$ cat src/rtl/id_ex_register.sv
// ID/EX pipeline register with LDM immediate capture.
// An LDM (flush_in=1 in RUN) parks its control bundle and register indices,
// emits a bubble, and on the following edge pairs them with the next fetched
// word as the immediate. Two-state FSM: RUN / WAIT_IMM.
// Optional feature: define ID_EX_STALL_EN to add the stall input, which
// freezes state, hold registers and outputs while high.
module id_ex_register #(
  parameter int DATA_W = 16
) (
  input  logic              clk,
  input  logic              rst,
`ifdef ID_EX_STALL_EN
  input  logic              stall,
`endif
  input  logic              flush_in,
  input  logic [6:0]        EX_in,
  input  logic [3:0]        MEM_in,
  input  logic [2:0]        WB_in,
  input  logic [DATA_W-1:0] rdata1_in,
  input  logic [DATA_W-1:0] rdata2_in,
  input  logic [2:0]        rdst_in,
  input  logic [2:0]        rsrc_in,
  input  logic [DATA_W-1:0] instr_in,
  output logic [6:0]        EX_out,
  output logic [3:0]        MEM_out,
  output logic [2:0]        WB_out,
  output logic [DATA_W-1:0] rdata1_out,
  output logic [DATA_W-1:0] rdata2_out,
  output logic [DATA_W-1:0] imm_out,
  output logic [2:0]        rdst_out,
  output logic [2:0]        rsrc_out,
  output logic              valid_out,
  output logic              imm_wait
);

  typedef enum logic {RUN = 1'b0, WAIT_IMM = 1'b1} state_t;

  state_t state, state_nxt;
  logic   adv;

  // LDM fields parked while the immediate word is fetched
  logic [6:0] ex_hold;
  logic [3:0] mem_hold;
  logic [2:0] wb_hold;
  logic [2:0] rdst_hold;
  logic [2:0] rsrc_hold;

  // next values of the registered outputs
  logic [6:0]        ex_nxt;
  logic [3:0]        mem_nxt;
  logic [2:0]        wb_nxt;
  logic [DATA_W-1:0] rdata1_nxt;
  logic [DATA_W-1:0] rdata2_nxt;
  logic [DATA_W-1:0] imm_nxt;
  logic [2:0]        rdst_nxt;
  logic [2:0]        rsrc_nxt;
  logic              valid_nxt;

`ifdef ID_EX_STALL_EN
  assign adv = ~stall;
`else
  assign adv = 1'b1;
`endif

  // state register
  always_ff @(posedge clk or posedge rst) begin
    if (rst) state <= RUN;
    else     state <= state_nxt;
  end

  // next-state: LDM in RUN parks for one edge, WAIT_IMM always returns
  always_comb begin
    state_nxt = state;
    if (adv) begin
      unique case (state)
        RUN:      if (flush_in) state_nxt = WAIT_IMM;
        WAIT_IMM: state_nxt = RUN;
        default:  state_nxt = RUN;
      endcase
    end
  end

  // output next-values: pass-through, bubble, or held LDM plus immediate
  always_comb begin
    ex_nxt     = EX_out;
    mem_nxt    = MEM_out;
    wb_nxt     = WB_out;
    rdata1_nxt = rdata1_out;
    rdata2_nxt = rdata2_out;
    imm_nxt    = imm_out;
    rdst_nxt   = rdst_out;
    rsrc_nxt   = rsrc_out;
    valid_nxt  = valid_out;
    if (adv) begin
      unique case (state)
        RUN: begin
          if (flush_in) begin
            // bubble: all-zero control can never write a register or memory
            ex_nxt    = '0;
            mem_nxt   = '0;
            wb_nxt    = '0;
            valid_nxt = 1'b0;
          end else begin
            ex_nxt     = EX_in;
            mem_nxt    = MEM_in;
            wb_nxt     = WB_in;
            rdata1_nxt = rdata1_in;
            rdata2_nxt = rdata2_in;
            rdst_nxt   = rdst_in;
            rsrc_nxt   = rsrc_in;
            valid_nxt  = 1'b1;
          end
        end
        WAIT_IMM: begin
          // current decode bundle is the immediate word decoded as garbage
          ex_nxt     = ex_hold;
          mem_nxt    = mem_hold;
          wb_nxt     = wb_hold;
          rdata1_nxt = '0;
          rdata2_nxt = '0;
          imm_nxt    = instr_in;
          rdst_nxt   = rdst_hold;
          rsrc_nxt   = rsrc_hold;
          valid_nxt  = 1'b1;
        end
        default: ;
      endcase
    end
  end

  // hold registers capture the LDM bundle on its accepting edge
  always_ff @(posedge clk or posedge rst) begin
    if (rst) begin
      ex_hold   <= '0;
      mem_hold  <= '0;
      wb_hold   <= '0;
      rdst_hold <= '0;
      rsrc_hold <= '0;
    end else if (adv && state == RUN && flush_in) begin
      ex_hold   <= EX_in;
      mem_hold  <= MEM_in;
      wb_hold   <= WB_in;
      rdst_hold <= rdst_in;
      rsrc_hold <= rsrc_in;
    end
  end

  // output registers toward execute
  always_ff @(posedge clk or posedge rst) begin
    if (rst) begin
      EX_out     <= '0;
      MEM_out    <= '0;
      WB_out     <= '0;
      rdata1_out <= '0;
      rdata2_out <= '0;
      imm_out    <= '0;
      rdst_out   <= '0;
      rsrc_out   <= '0;
      valid_out  <= 1'b0;
      imm_wait   <= 1'b0;
    end else begin
      EX_out     <= ex_nxt;
      MEM_out    <= mem_nxt;
      WB_out     <= wb_nxt;
      rdata1_out <= rdata1_nxt;
      rdata2_out <= rdata2_nxt;
      imm_out    <= imm_nxt;
      rdst_out   <= rdst_nxt;
      rsrc_out   <= rsrc_nxt;
      valid_out  <= valid_nxt;
      imm_wait   <= (state_nxt == WAIT_IMM);
    end
  end

endmodule

$ cat config.mk
export PLATFORM = sky130hd
export DESIGN_NAME = id_ex_register
export DESIGN_NICKNAME = d
export VERILOG_FILES = /design/src/rtl/id_ex_register.sv
export SDC_FILE = /design/constraint.sdc
export NUM_CORES = 1
export LEC_CHECK = 0
export CORE_ASPECT_RATIO = 2
export CORE_MARGIN = 2
export CORE_UTILIZATION = 25
export DETAILED_ROUTE_END_ITERATION = 12
export GPL_TIMING_DRIVEN = 0
export PLACE_DENSITY = 0.53
export SKIP_CTS_REPAIR_TIMING = 1
export SYNTH_ARGS = -nofsm -noshare
export SYNTH_HDL_FRONTEND = slang
export SYNTH_SLANG_ARGS = --single-unit
$ cat constraint.sdc
create_clock -name clk -period 5 [get_ports clk]
set_input_delay 0.5 -clock clk [delete_from_list [all_inputs] [get_ports clk]]
set_output_delay 0.5 -clock clk [all_outputs]
set_load 0.02 [all_outputs]
== Word-level counts from Yosys, hierarchy flattened ==
Index checks and enable logic that the tools add are counted.
Word-level totals
  bits of input ports: 71
  register bits after elaboration: 90
  word-level logic and storage cells: 36
Operators by class
  reduce and logical (&&, ||, !) cells: 1
  bitwise operators: 1
  mux-type cells: 18
  equal/unequal tests: 1
Operator list (count)
  $pmux W16 S2: 2
  $mux W16: 2
  $pmux W3 S2: 3
  $pmux W7 S2: 1
  $mux W3: 3
  $pmux W4 S2: 1
  $mux W7: 1
  $mux W4: 1
  $pmux W1 S2: 2
  $mux W1: 2
  $ne A2 B2 Y1 const B: 1
  $logic_and A1 B1 Y1: 1
  $not A1 Y1: 1

== Logic depth before layout (Yosys ltp) ==
  depth after elaboration: 2
  mapped depth: 5

== Worst setup path before layout ==
No wires, ideal clock.
  path kind: in2reg
  start: input port flush_in
  end: register ex_hold[4]
  path slack: 3583 ps
  required time: 4875 ps
  arrival: 1292 ps
  stages on the path: 4
  path through: buf_4 -> nor2b_4 -> buf_4 -> mux2_2
Between the ends
  longest elaborated chain between the ends: 1
RTL lines
  start: declaration: RTL line 15  | input logic flush_in,
  $logic_and A1 B1 Y1: RTL line 139  | end else if (adv && state == RUN && flush_in) begin
  end signal: assignment: RTL line 140  | ex_hold <= EX_in;
  end: declaration: RTL line 42  | logic [6:0] ex_hold;
Every way passes these cells.
A chain may end at the register's enable or synchronous reset.

== Worst setup path after layout ==
  start: register rdata1_out[14]
  end: output port rdata1_out[14]
RTL lines
  start: declaration: RTL line 27  | output logic [DATA_W-1:0] rdata1_out,
  start signal: assignment: RTL line 165  | rdata1_out <= rdata1_nxt;
No word-level cell between the ends.

==> impl_metrics.tcl <==
set metrics [dict create \
    syn-num-nets 323 \
    synth-seq-cells 90 \
    cts.root.buffer_cell "clkbuf_16" \
    synth.largest_area_cell "dfrtp_1" \
    synthDominantCellAreaShare_pct 64.13 \
    cts_buffers 9 \
    cts.sink_count 90 \
    antenna-diode-count 0 \
    netlist_top_cells_area "dfrtp_1 64%, mux2i_1 11%, mux2_2 8.7%" \
    maxCapViolations 0 \
    grt_start_max_net_pins 71 \
    flow.area_growth_from_synthesis_pct 55.61 \
    dp_hpwl_um 6977 \
    worst-r2r-setup-slack_ps 3480 \
    skew_ps 11.37 \
    path_max_fanout 2 \
    routed_wl_um 9375 \
    grt_setup_unrepaired "no" \
    htreeDepth 3 \
    finalHoldViolCount 0 \
    vias_in_the_first_global_route 2639 \
    die_area_mm2 0.01507 \
    drc 0 \
    cellLeakagePower_nw 2.424 \
    die_width_um 87.81 \
    die-height_um 171.6 \
    detail_route.first_pass.iterations 4 \
    critical_path_required_ps 4500 \
    timing.critical_path.slowest_cell_delay_ps 660 \
    setup_viol 0 \
    worst_relative_slew_slack_pct 55.56 \
    worst-endpoint-arrival_ps 1350 \
    total_grt_overflow 0 \
    critical-path-slowest-cell "clkdlybuf4s50_1" \
    drive_gt1_share_pct 16.91 \
    worst-path-buf-inv 1 \
    wire_per_inst_um 15.70 \
    postRouteAntennaNets 0 \
    layout.nets 474 \
    finalCriticalPeriod_ps 1848 \
    netlist_instances 252 \
    least_setup_slack_across_all_paths_after_layout_ps 3152 \
    rows 61 \
    irDropWorstVdd_mv 0.1548 \
    post_drt_via_cell_ratio 4.157 \
    ys_types 16 \
    grt_pass1_wl_um 14360 \
    drt_iter0_drc 62 \
    ctsLongestPathBuffers 2 \
    antenna_found_initial 0 \
    cpLargestDelayFamily "buffers and inverters" \
    critPathLaunchType "register" \
    numPortBuffers 139 \
    layout_worst_path_cycle_share_pct 36.96 \
    crit_path_cell_trace "clkdlybuf4s50_1" \
    worst_skew_pair.late_latency_ps 340 \
    grt_usage_pct 12.88 \
    finalCoreUtilization_pct 39.56 \
    postSynthAreaPerCell_um2 13.94 \
    core_area_mm2 0.01381 \
    fmaxAchievable_mhz 541.2 \
    via_count 2482 \
    power.density_cell_area_mw_per_mm2 360.5 \
    slew_violations 0 \
    clk_pin_slew_worst_paths_ps 70 \
    timing.setup.critical_path_class "reg -> out" \
    synth_warnings 0 \
    min-delay-path-class "in -> async" \
    fin_tns_setup_ps 0 \
    initial_utilization_pct 25.42 \
    globalplace.congestion 0.7058 \
    sequential_cell_area_fraction_in_the_yosys_report_pct 64.13 \
    crit_path_end_kind "primary output" \
    tightestPinTransition_ps 664.2 \
    mappedNetlistArea_mm2 0.003512 \
    floorplan.io_pins 141 \
    tritoncts "built" \
    status "completed" \
    placement.setup.worst_slack_ps 3405 \
]
## registers in the layout (all words and copies together) (netlist names)
name and cells:
rdata2_out 16, rdst_out 3, MEM_out 4, ex_hold 7, WB_out 3, EX_out 7, imm_wait 1, valid_out 1
imm_out 16, mem_hold 4, rdst_hold 3, rsrc_hold 3, wb_hold 3, rsrc_out 3, rdata1_out 16
## power breakdown
| part | switching (W) | leakage [nW] | internal (W) |
|---|---|---|---|
| Clock | 0.000290 | 0.135 | 0.000389 |
| Combinational | 0.000199 | 1.18 | 0.000237 |
| Sequential | 0.0000407 | 1.11 | 0.000815 |
| Total | 0.000530 | 2.42 | 0.00144 |
## per-layer routing
metal  vias up  part of all wire (%)  GRT usage (%)
li1       1157                     -              -
met1      1228                    36          13.30
met2        82                    56          23.81
met3        15                   4.5          2.543
met4         0                   3.1          6.555
met5         -                     0              0
## cell usage in the layout (no fill, tap or decap), types with 2 or more instances in the layout
| cell type | synthesis | routed |
|---|---|---|
| a22o_1 | 9 | 9 |
| buf_4 | 2 | 2 |
| buf_2 | 11 | 11 |
| mux2i_1 | 38 | 38 |
| clkinvlp_4 | 0 | 3 |
| mux2_2 | 27 | 27 |
| dfrtp_1 | 90 | 90 |
| nor2_1 | 33 | 33 |
| clkbuf_1 | 2 | 3 |
| nand2b_1 | 5 | 5 |
| clkdlybuf4s50_1 | 0 | 139 |
| o21ai_0 | 11 | 11 |
| clkbuf_16 | 0 | 9 |
| nand2_1 | 11 | 11 |
| mux2_4 | 9 | 9 |
## final cells by class
type	count	area (µm²)
fillers	1370	8349
multi-input cells	144	1164
flip-flops and latches	90	2252
plain buffers	16	88.84
clock inverters	6	66.31
well taps	189	236.5
clock buffers	10	229.0
inverters	2	10.01
repair buffers	140	1419
## Yosys cell counts, drive strengths merged
cell / count
dfrtp: 90
mux2i: 38
mux2: 36
nor2: 33
buf: 14
nand2: 11
o21ai: 11
a22o: 9
nand2b: 5
clkbuf: 2
inv: 2
nor2b: 1
## final timing paths
kind | from | cells after the start | to
worst max-delay path | rdata1_out[14] | 1 | rdata1_out[14]
worst min-delay path | rst | 2 | imm_out[8]
worst max register to register | imm_wait | 4 | rdata1_out[5]
worst min register to register | rdst_hold[0] | 2 | rdst_out[0]
max in group asynchronous | rst | 3 | valid_out
min in group clk | rdst_hold[0] | 2 | rdst_out[0]
## kinds of logic after synthesis
family / count (synthesis) / share of synthesized area (%)
flops: 90 / 64.13
mux: 74 / 23.33
simple gates: 50 / 5.985
compound gates: 20 / 3.812
buf+inv: 18 / 2.743
## metrics by stage
step / power [W] / area [µm²] / instances / hold WS, ps
2_1_floorplan: 0.001081 / 3512 / 252 / 446.0
3_3_place_gp: 0.001303 / 5140 / 580 / 457.7
3_5_place_dp: 0.001315 / 5170 / 581 / 468.7
4_1_cts: 0.002013 / 5465 / 597 / 469.8
5_1_grt: 0.002067 / 5465 / 597 / 489.8
6_report: 0.001970 / 5465 / 597 / 468.7
Power figures use the tool's default switching activity.
